**config.mk**
```make
export PLATFORM = sky130hd
export DESIGN_NAME = usr_param_burst
export DESIGN_NICKNAME = d
export VERILOG_FILES = /design/src/rtl/usr_pkg.sv /design/src/rtl/usr_burst_ctrl.sv /design/src/rtl/usr_param_burst.sv
export SDC_FILE = /design/constraint.sdc
export NUM_CORES = 1
export LEC_CHECK = 0
export CORE_UTILIZATION = 25
export DETAILED_ROUTE_END_ITERATION = 10
export GPL_TIMING_DRIVEN = 0
export HOLD_SLACK_MARGIN = 0.08
export PLACE_DENSITY = 0.51
export RECOVER_POWER = 100
export REMOVE_ABC_BUFFERS = 1
export SLEW_MARGIN = 10
export SYNTH_ARGS = -nofsm -noshare
export SYNTH_HDL_FRONTEND = slang
export SYNTH_SLANG_ARGS = --single-unit
```
**constraint.sdc**
```tcl
create_clock -name clk -period 2.95 [get_ports clk]
set_input_delay 0.4425 -clock clk [delete_from_list [all_inputs] [get_ports clk]]
set_output_delay 0.4425 -clock clk [all_outputs]
set_load 0.05 [all_outputs]
```
**src/rtl/usr_pkg.sv**
```systemverilog
// ---------------------------------------------------------------------------
// usr_pkg
//   Shared definitions for the universal shift register with burst engine:
//   - 3-bit mode encodings (MODE_HOLD .. MODE_CLEAR)
//   - burst FSM state enum
//   - is_shift_mode(): true for the modes a burst may run in
// ---------------------------------------------------------------------------
package usr_pkg;

    localparam logic [2:0] MODE_HOLD  = 3'b000;
    localparam logic [2:0] MODE_SHL   = 3'b001;
    localparam logic [2:0] MODE_SHR   = 3'b010;
    localparam logic [2:0] MODE_LOAD  = 3'b011;
    localparam logic [2:0] MODE_ROTL  = 3'b100;
    localparam logic [2:0] MODE_ROTR  = 3'b101;
    localparam logic [2:0] MODE_ASR   = 3'b110;
    localparam logic [2:0] MODE_CLEAR = 3'b111;

    typedef enum logic {
        ST_IDLE  = 1'b0,
        ST_SHIFT = 1'b1
    } burst_state_t;

    // hold, load and clear have no meaning when repeated, so they never start a burst
    function automatic logic is_shift_mode(input logic [2:0] m);
        case (m)
            MODE_SHL, MODE_SHR, MODE_ROTL, MODE_ROTR, MODE_ASR: return 1'b1;
            default:                                            return 1'b0;
        endcase
    endfunction

endpackage

```
**src/rtl/usr_burst_ctrl.sv**
```systemverilog
// ---------------------------------------------------------------------------
// usr_burst_ctrl
//   Burst FSM (IDLE/SHIFT), shift counter and mode latch.
//   Ports:
//     clk, rst     clock, synchronous active-high reset
//     start        burst request
//     mode         live mode input
//     burst_len    shift count, captured on the accept edge
//     state        current FSM state (also the busy indication)
//     accept       combinational: a burst is accepted on this edge
//     done         one-cycle registered completion pulse
//     eff_mode     latched mode while shifting, live mode otherwise
//   Handshake: start is a single-cycle request; it is taken only when the FSM
//   is IDLE and mode is a shift mode. There is no backpressure; a request made
//   while SHIFT is silently ignored.
// ---------------------------------------------------------------------------
module usr_burst_ctrl
    import usr_pkg::*;
#(
    parameter int CNT_W = 4
) (
    input  logic             clk,
    input  logic             rst,
    input  logic             start,
    input  logic [2:0]       mode,
    input  logic [CNT_W-1:0] burst_len,
    output burst_state_t     state,
    output logic             accept,
    output logic             done,
    output logic [2:0]       eff_mode
);

    burst_state_t     state_q, state_d;
    logic [CNT_W-1:0] cnt_q, cnt_d;
    logic [2:0]       mode_q, mode_d;
    logic             done_q, done_d;

    always_ff @(posedge clk) begin
        if (rst) begin
            state_q <= ST_IDLE;
            cnt_q   <= '0;
            mode_q  <= MODE_HOLD;
            done_q  <= 1'b0;
        end else begin
            state_q <= state_d;
            cnt_q   <= cnt_d;
            mode_q  <= mode_d;
            done_q  <= done_d;
        end
    end

    always_comb begin
        state_d = state_q;
        cnt_d   = cnt_q;
        mode_d  = mode_q;
        done_d  = 1'b0;
        accept  = 1'b0;
        case (state_q)
            ST_IDLE: begin
                if (start && is_shift_mode(mode)) begin
                    accept = 1'b1;
                    mode_d = mode;
                    cnt_d  = burst_len;
                    // a zero-length burst completes immediately without shifting
                    if (burst_len != '0) state_d = ST_SHIFT;
                    else                 done_d  = 1'b1;
                end
            end
            ST_SHIFT: begin
                cnt_d = cnt_q - CNT_W'(1);
                // the edge that empties the counter performs the final shift
                if (cnt_q == CNT_W'(1)) begin
                    state_d = ST_IDLE;
                    done_d  = 1'b1;
                end
            end
            default: state_d = ST_IDLE;
        endcase
    end

    assign state    = state_q;
    assign done     = done_q;
    assign eff_mode = (state_q == ST_SHIFT) ? mode_q : mode;

endmodule

```
**src/rtl/usr_param_burst.sv**
```systemverilog
// ---------------------------------------------------------------------------
// usr_param_burst
//   WIDTH-bit universal shift register with 8 modes and a burst engine that
//   repeats a shift mode burst_len times from one start command.
//   Ports:
//     clk, rst     clock, synchronous active-high reset
//     mode         operation select (hold/shl/shr/load/rotl/rotr/asr/clear)
//     par_in       parallel load data
//     si           serial in
//     start        burst request; burst_len sampled on accept
//     par_out      register contents
//     so, so_valid serial out (combinational) and its qualifier
//     busy, done   burst in progress / one-cycle completion pulse
//   Build option: USR_SO_TRISTATE_EN drives so to 1'bz when so_valid=0;
//   otherwise so is 0 in that case.
// ---------------------------------------------------------------------------
module usr_param_burst
    import usr_pkg::*;
#(
    parameter int WIDTH = 8,
    parameter int CNT_W = $clog2(WIDTH + 1)
) (
    input  logic             clk,
    input  logic             rst,
    input  logic [2:0]       mode,
    input  logic [WIDTH-1:0] par_in,
    input  logic             si,
    input  logic             start,
    input  logic [CNT_W-1:0] burst_len,
    output logic [WIDTH-1:0] par_out,
    output logic             so,
    output logic             so_valid,
    output logic             busy,
    output logic             done
);

    burst_state_t     ctrl_state;
    logic             accept;
    logic [2:0]       eff_mode;
    logic [WIDTH-1:0] reg_q, reg_d;
    logic             so_bit;

    usr_burst_ctrl #(.CNT_W(CNT_W)) u_ctrl (
        .clk       (clk),
        .rst       (rst),
        .start     (start),
        .mode      (mode),
        .burst_len (burst_len),
        .state     (ctrl_state),
        .accept    (accept),
        .done      (done),
        .eff_mode  (eff_mode)
    );

    assign busy = (ctrl_state == ST_SHIFT);

    function automatic logic [WIDTH-1:0] apply_mode(input logic [2:0]       m,
                                                    input logic [WIDTH-1:0] r,
                                                    input logic             s,
                                                    input logic [WIDTH-1:0] p);
        case (m)
            MODE_SHL:   return {r[WIDTH-2:0], s};
            MODE_SHR:   return {s, r[WIDTH-1:1]};
            MODE_LOAD:  return p;
            MODE_ROTL:  return {r[WIDTH-2:0], r[WIDTH-1]};
            MODE_ROTR:  return {r[0], r[WIDTH-1:1]};
            MODE_ASR:   return {r[WIDTH-1], r[WIDTH-1:1]};
            MODE_CLEAR: return '0;
            default:    return r;
        endcase
    endfunction

    // The accept edge only latches the burst; shifting starts on the next edge.
    // While shifting, eff_mode is the latched mode, so live inputs are ignored.
    always_comb begin
        reg_d = reg_q;
        if (!accept) reg_d = apply_mode(eff_mode, reg_q, si, par_in);
    end

    always_ff @(posedge clk) begin
        if (rst) reg_q <= '0;
        else     reg_q <= reg_d;
    end

    assign par_out = reg_q;

    // so shows the bit that the next edge would shift out
    always_comb begin
        so_bit   = 1'b0;
        so_valid = 1'b0;
        case (eff_mode)
            MODE_SHL, MODE_ROTL: begin
                so_bit   = reg_q[WIDTH-1];
                so_valid = 1'b1;
            end
            MODE_SHR, MODE_ROTR, MODE_ASR: begin
                so_bit   = reg_q[0];
                so_valid = 1'b1;
            end
            default: ;
        endcase
    end

`ifdef USR_SO_TRISTATE_EN
    assign so = so_valid ? so_bit : 1'bz;
`else
    assign so = so_valid ? so_bit : 1'b0;
`endif

endmodule

```
# After elaboration in Yosys (flattened, before gate mapping)
# Index checks and enable logic that the tools add are counted.
[totals] input_bits=19 output_inout_bits=12 reg_bits=17 word_cells=54
[op_classes] n_eq_ne=14 n_reduce_logical=11 bitwise=3 muxes=19 add_sub_neg=1
[op_table] op="$pmux W8 S7" n=1
[op_table] op="$eq A3 B3 Y1 const B" n=7
[op_table] op="$mux W1" n=12
[op_table] op="$reduce_or A5 Y1" n=2
[op_table] op="$eq A3 B2 Y1 const B" n=3
[op_table] op="$pmux W4 S2" n=1
[op_table] op="$reduce_bool A7 Y1" n=1
[op_table] op="$eq A3 B1 Y1 const B" n=2
[op_table] op="$pmux W1 S2" n=3
[op_table] op="$reduce_bool A6 Y1" n=1
[op_table] op="$eq A4 B1 Y1 const B" n=1
[op_table] op="$mux W4" n=1
[op_table] op="$reduce_and A2 Y1" n=2
[op_table] op="$reduce_bool A4 Y1" n=1
[op_table] op="$sub A4 B1 Y4 const B" n=1
[op_table] op="$mux W3" n=1
[op_table] op="$not A1 Y1" n=3
[op_table] op="$reduce_and A3 Y1" n=1
[op_table] op="$reduce_or A3 Y1" n=1
[op_table] op="$ne A2 B1 Y1 const B" n=1
[op_table] op="$reduce_or A2 Y1" n=1
[op_table] op="$logic_and A1 B1 Y1" n=1

# Logic depth before layout (Yosys ltp)
[depth] word_depth=9 ltp_mapped=8 ltp_nobuf=6

# Hierarchy
# Synthesis repeated with hierarchy kept, for this count alone.
[unflattened] hier_cells=144 area_unflattened_um2=1157.4
[by_module_without_submodules] mod="usr_param_burst" seq_area_each_um2=160.2 cells_per_inst=77 area_each_um2=604.3 n_inst=1
[by_module_without_submodules] mod="usr_burst_ctrl" seq_area_each_um2=180.2 cells_per_inst=67 area_each_um2=553.0 n_inst=1

# Least setup slack after synthesis
# No wires, ideal clock.
[synth_path] kind="register -> output" from="register u_ctrl.state_q (netlist: u_ctrl.state)" to="output port so" path_slack_ps=-86 arrival_ps=2593 path_stages_with_launch=6 path_cell_list="dfxtp_1 buf_4 mux2i_2 xor2_1 a22oi_1 o21ai_0"
[synth_via] elab_chain_cells=5 elab_cells_between_ends=12 classes_between="5 x eq/ne; 4 x mux; 3 x reduce/logical"
[synth_rtl] element="from (decl)" line_no="usr_burst_ctrl.sv:33" source="burst_state_t state_q, state_d;"
[synth_rtl] element="from (signal assigned)" line_no="usr_burst_ctrl.sv:45" source="state_q <= state_d;"
[synth_rtl] element="$mux W3 (*)" line_no="usr_burst_ctrl.sv:83" source="assign eff_mode = (state_q == ST_SHIFT) ? mode_q : mode;"
[synth_rtl] element="$eq A3 B2 Y1, or another cell as far along" line_no="usr_param_burst.sv:91" source="case (eff_mode)"
[synth_rtl] element="$reduce_or A3 Y1, or another cell as far along"
[synth_rtl] element="$pmux W1 S2 or $mux W1 (tied branches)" line_no="usr_param_burst.sv:91"
[synth_rtl] element="$mux W1 (*)" line_no="usr_param_burst.sv:107" source="assign so = so_valid ? so_bit : 1'b0;"
[synth_rtl] element="to (decl)" line_no="usr_param_burst.sv:31" source="output logic so,"
# Every way passes the cells marked *; elsewhere a longest branch is shown, timed or not.

# Worst setup path after layout
[layout_path] from="input port mode[2]" to="output port so_valid"
[layout_via] elab_chain_cells=4 elab_cells_between_ends=8 classes_between="5 x eq/ne; 2 x mux; 1 x reduce/logical"
[layout_rtl] element="from (decl)" line_no="usr_param_burst.sv:25" source="input logic [2:0] mode,"
[layout_rtl] element="$mux W3 (*)" line_no="usr_burst_ctrl.sv:83"
[layout_rtl] element="$eq A3 B2 Y1, or another cell as far along" line_no="usr_param_burst.sv:91"
[layout_rtl] element="$reduce_or A5 Y1 (no line) (*)"
[layout_rtl] element="$mux W1 (*)" line_no="usr_param_burst.sv:91"
[layout_rtl] element="to (decl)" line_no="usr_param_burst.sv:32" source="output logic so_valid,"
# Marks and branches as above.

==> reports/metrics.yaml <==
global_routing:
  grt_use_total: 0.137
  grt_antenna_before_repair: 0
  grt_max_degree: 27
  grt-ovfl-total: 0
  grt_pass1_wl_um: 5910
  grt_pass1_vias: 1222
setup_path:
  critPathMaxFanout: 12
  reg2reg_from: "u_ctrl.state"
  setup.worst_path.class: "in -> out"
  ff2ff_path_depth: 5
  required_ns: 2.51
  critPathCaptureType: "output port"
  worst_r2r_endpoint: "par_out[0]"
  r2r_slack_ns: 1.04
  start_kind: "input port"
  critPathArrivalTime_ns: 2.37
logic_synthesis:
  ys.flop_type: "dfxtp_1"
  synth_edf_count: 0
  avgSynthCellArea_um2: 8.03
  yosysTopAreaCellShare: 0.251
  seq_area_frac_synth: 0.251
  synth_seq_cells: 17
  synth_area_leader_cell: "dfxtp_1"
  synthTopCellsByArea: "dfxtp_1 (25%), maj3_1 (8.9%), a21oi_1 (5.9%)"
  netlist_area_mm2: 0.00136
  ys_warn_count: 0
  async_flop_share: 0
  syn-instance-count: 169
  synth_cell_types: 47
cts:
  cts_tree: "built"
  clkSinkCount: 17
  path_clk_slew_ns: 0.07
  cts_hold_buffers: 0
  root_buffer: "clkbuf_8"
  clockBufferDepth: 2
  cts_buffers: 3
  clk_latency_ns: 0.26
  htree_levels: 1
final_layout:
  final_common_cell: "clkdlybuf4s50_1"
  drive_gt1_frac: 0.0829
  n_fill_cell: 552
  fin_util: 0.337
  final_nets: 215
  antenna_cells: 0
  final_cell_mix: "clkdlybuf4s50_1 (18), a21oi_1 (17), dfxtp_1 (16)"
  area_growth_syn_to_layout_pct: 28.5
  instances_no_fill: 263
routing:
  ant_nets: 0
  detailroute.via_count: 1301
  via_per_inst: 4.95
  routedWlPerCell_um: 13.6
  drt_iter0_drc: 49
  firstDrtPassIters: 4
  drc_errors: 0
  wl_um: 3570
worst_hold_path:
  hold_path.class: "reg -> reg"
  hold_start: "u_ctrl.cnt_q[2]"
  min_path_cells: 2
  hold_end: "u_ctrl.cnt_q[2]"
timing:
  setup_ws_ns: 0.138
  period_needed_ns: 2.81
  finalHoldViolations: 0
  rsz0062_at_grt: "false"
  drv_slew: 0
  worstMarginPinSlew_ns: 0.790
  finalCritPeriodShare: 0.953
  finalSetupViolations: 0
  fmax_mhz: 356
  relSlewSlack: 0.473
  final.setup_skew_ns: 0.00142
job:
  maxCapViolations: 0
floorplan:
  initial_utilization: 0.262
  placementRows: 26
  fp.dieH_um: 75.7
  dieArea_mm2: 0.00572
  die_w_um: 75.7
  core_mm2: 0.00517
  ios: 31
place:
  dp_hpwl_um: 2470
  gp_congestion: 0.732
  post-place-ws_ns: -0.768
  dp.cells: 256
  portBuffers: 30
power_and_ir_drop:
  power.leakage_nw: 0.625
  p_total_mw: 0.821
  powerDensity_mw_per_mm2: 471
  vdd_drop_max_v: 0.000142
outcome:
  outcome: "finished clean"
## power breakdown
part / leakage, nW / total, mW / internal, mW / switching [mW]
Sequential: 0.141 / 0.300 / 0.255 / 0.0442
Combinational: 0.459 / 0.336 / 0.140 / 0.195
Clock: 0.0255 / 0.185 / 0.0941 / 0.0914
Total: 0.625 / 0.821 / 0.490 / 0.331
## metrics by stage
step / cell area, µm² / hold slack (ns) / TNS [ns]
after floorplan: 1280 / 0.425 / -0.778
after global placement: 1670 / 0.443 / -1.11
after detailed placement: 1670 / 0.441 / -1.07
after CTS: 1740 / 0.452 / 0
after global routing: 1740 / 0.469 / 0
final: 1740 / 0.449 / 0
## routing by layer
layer,GRT usage,vias up,part of all wire
met5,0,-,0
met4,0.0247,0,0.0067
met3,0.0370,5,0.045
met2,0.225,34,0.43
met1,0.181,603,0.52
li1,-,659,-
## cells by family (layout without fill, tap and decap cells)
kind of cell,Yosys count,count (layout),share of synthesized area
buffers and inverters,25,49,0.0904
adders and majority gates,14,14,0.107
AOI/OAI and AO/OA,45,45,0.233
DFF,17,17,0.251
and+or+nand+nor,55,55,0.211
xor gates and xnor gates,2,2,0.0129
muxes,11,11,0.0941
## what timing repair did
item | CTS | global route
endpoints found under the setup margin | 6 | 2
buffers inserted | 0 | 3
resized for setup | 10 | 0
## flip-flops by register name, summed over array words and instances (netlist names)
| signal | count |
|---|---|
| u_ctrl.state | 1 |
| u_ctrl.done | 1 |
| u_ctrl.mode_q | 3 |
| u_ctrl.cnt_q | 4 |
| par_out | 8 |
## cells in the mapped netlist (4+ instances only)
cell type	instances
nand2_1	13
nand2b_1	5
a21oi_1	16
nand3_1	9
nor2_1	13
a211oi_1	4
a311oi_1	6
inv_1	12
dfxtp_1	17
mux2i_1	8
buf_2	5
maj3_1	12
## how the worst max path moves through the flow
stage / from / to / depth (start not counted) / slack [ns]
after CTS: mode[2] / so_valid / 5 / 0.09
after global routing: mode[2] / so / 6 / 0.02
after detailed placement: u_ctrl.state / so_valid / 4 / -0.77
final: mode[2] / so_valid / 5 / 0.14
after floorplan: u_ctrl.state / so / 4 / -0.53
after global placement: u_ctrl.state / so_valid / 4 / -0.76
## worst max-delay path, cell delays in order
cell	delay (ns)
clkdlybuf4s50_1	0.82
mux2i_4	0.18
and3_1	0.29
nor2_1	0.10
dlygate4sd2_1	0.53
## layout make-up
class | count | area, µm² | area share
clock buffer | 3 | 41.3 | 0.0237
inverter | 12 | 45.0 | 0.0258
timing repair buffer | 33 | 323 | 0.185
multi-input combinational | 127 | 897 | 0.515
clock inverter | 1 | 5.00 | 0.00287
sequential | 17 | 344 | 0.197
tap | 70 | 87.6 | 0.0503
No activity file was read; power rests on OpenSTA's default activity.
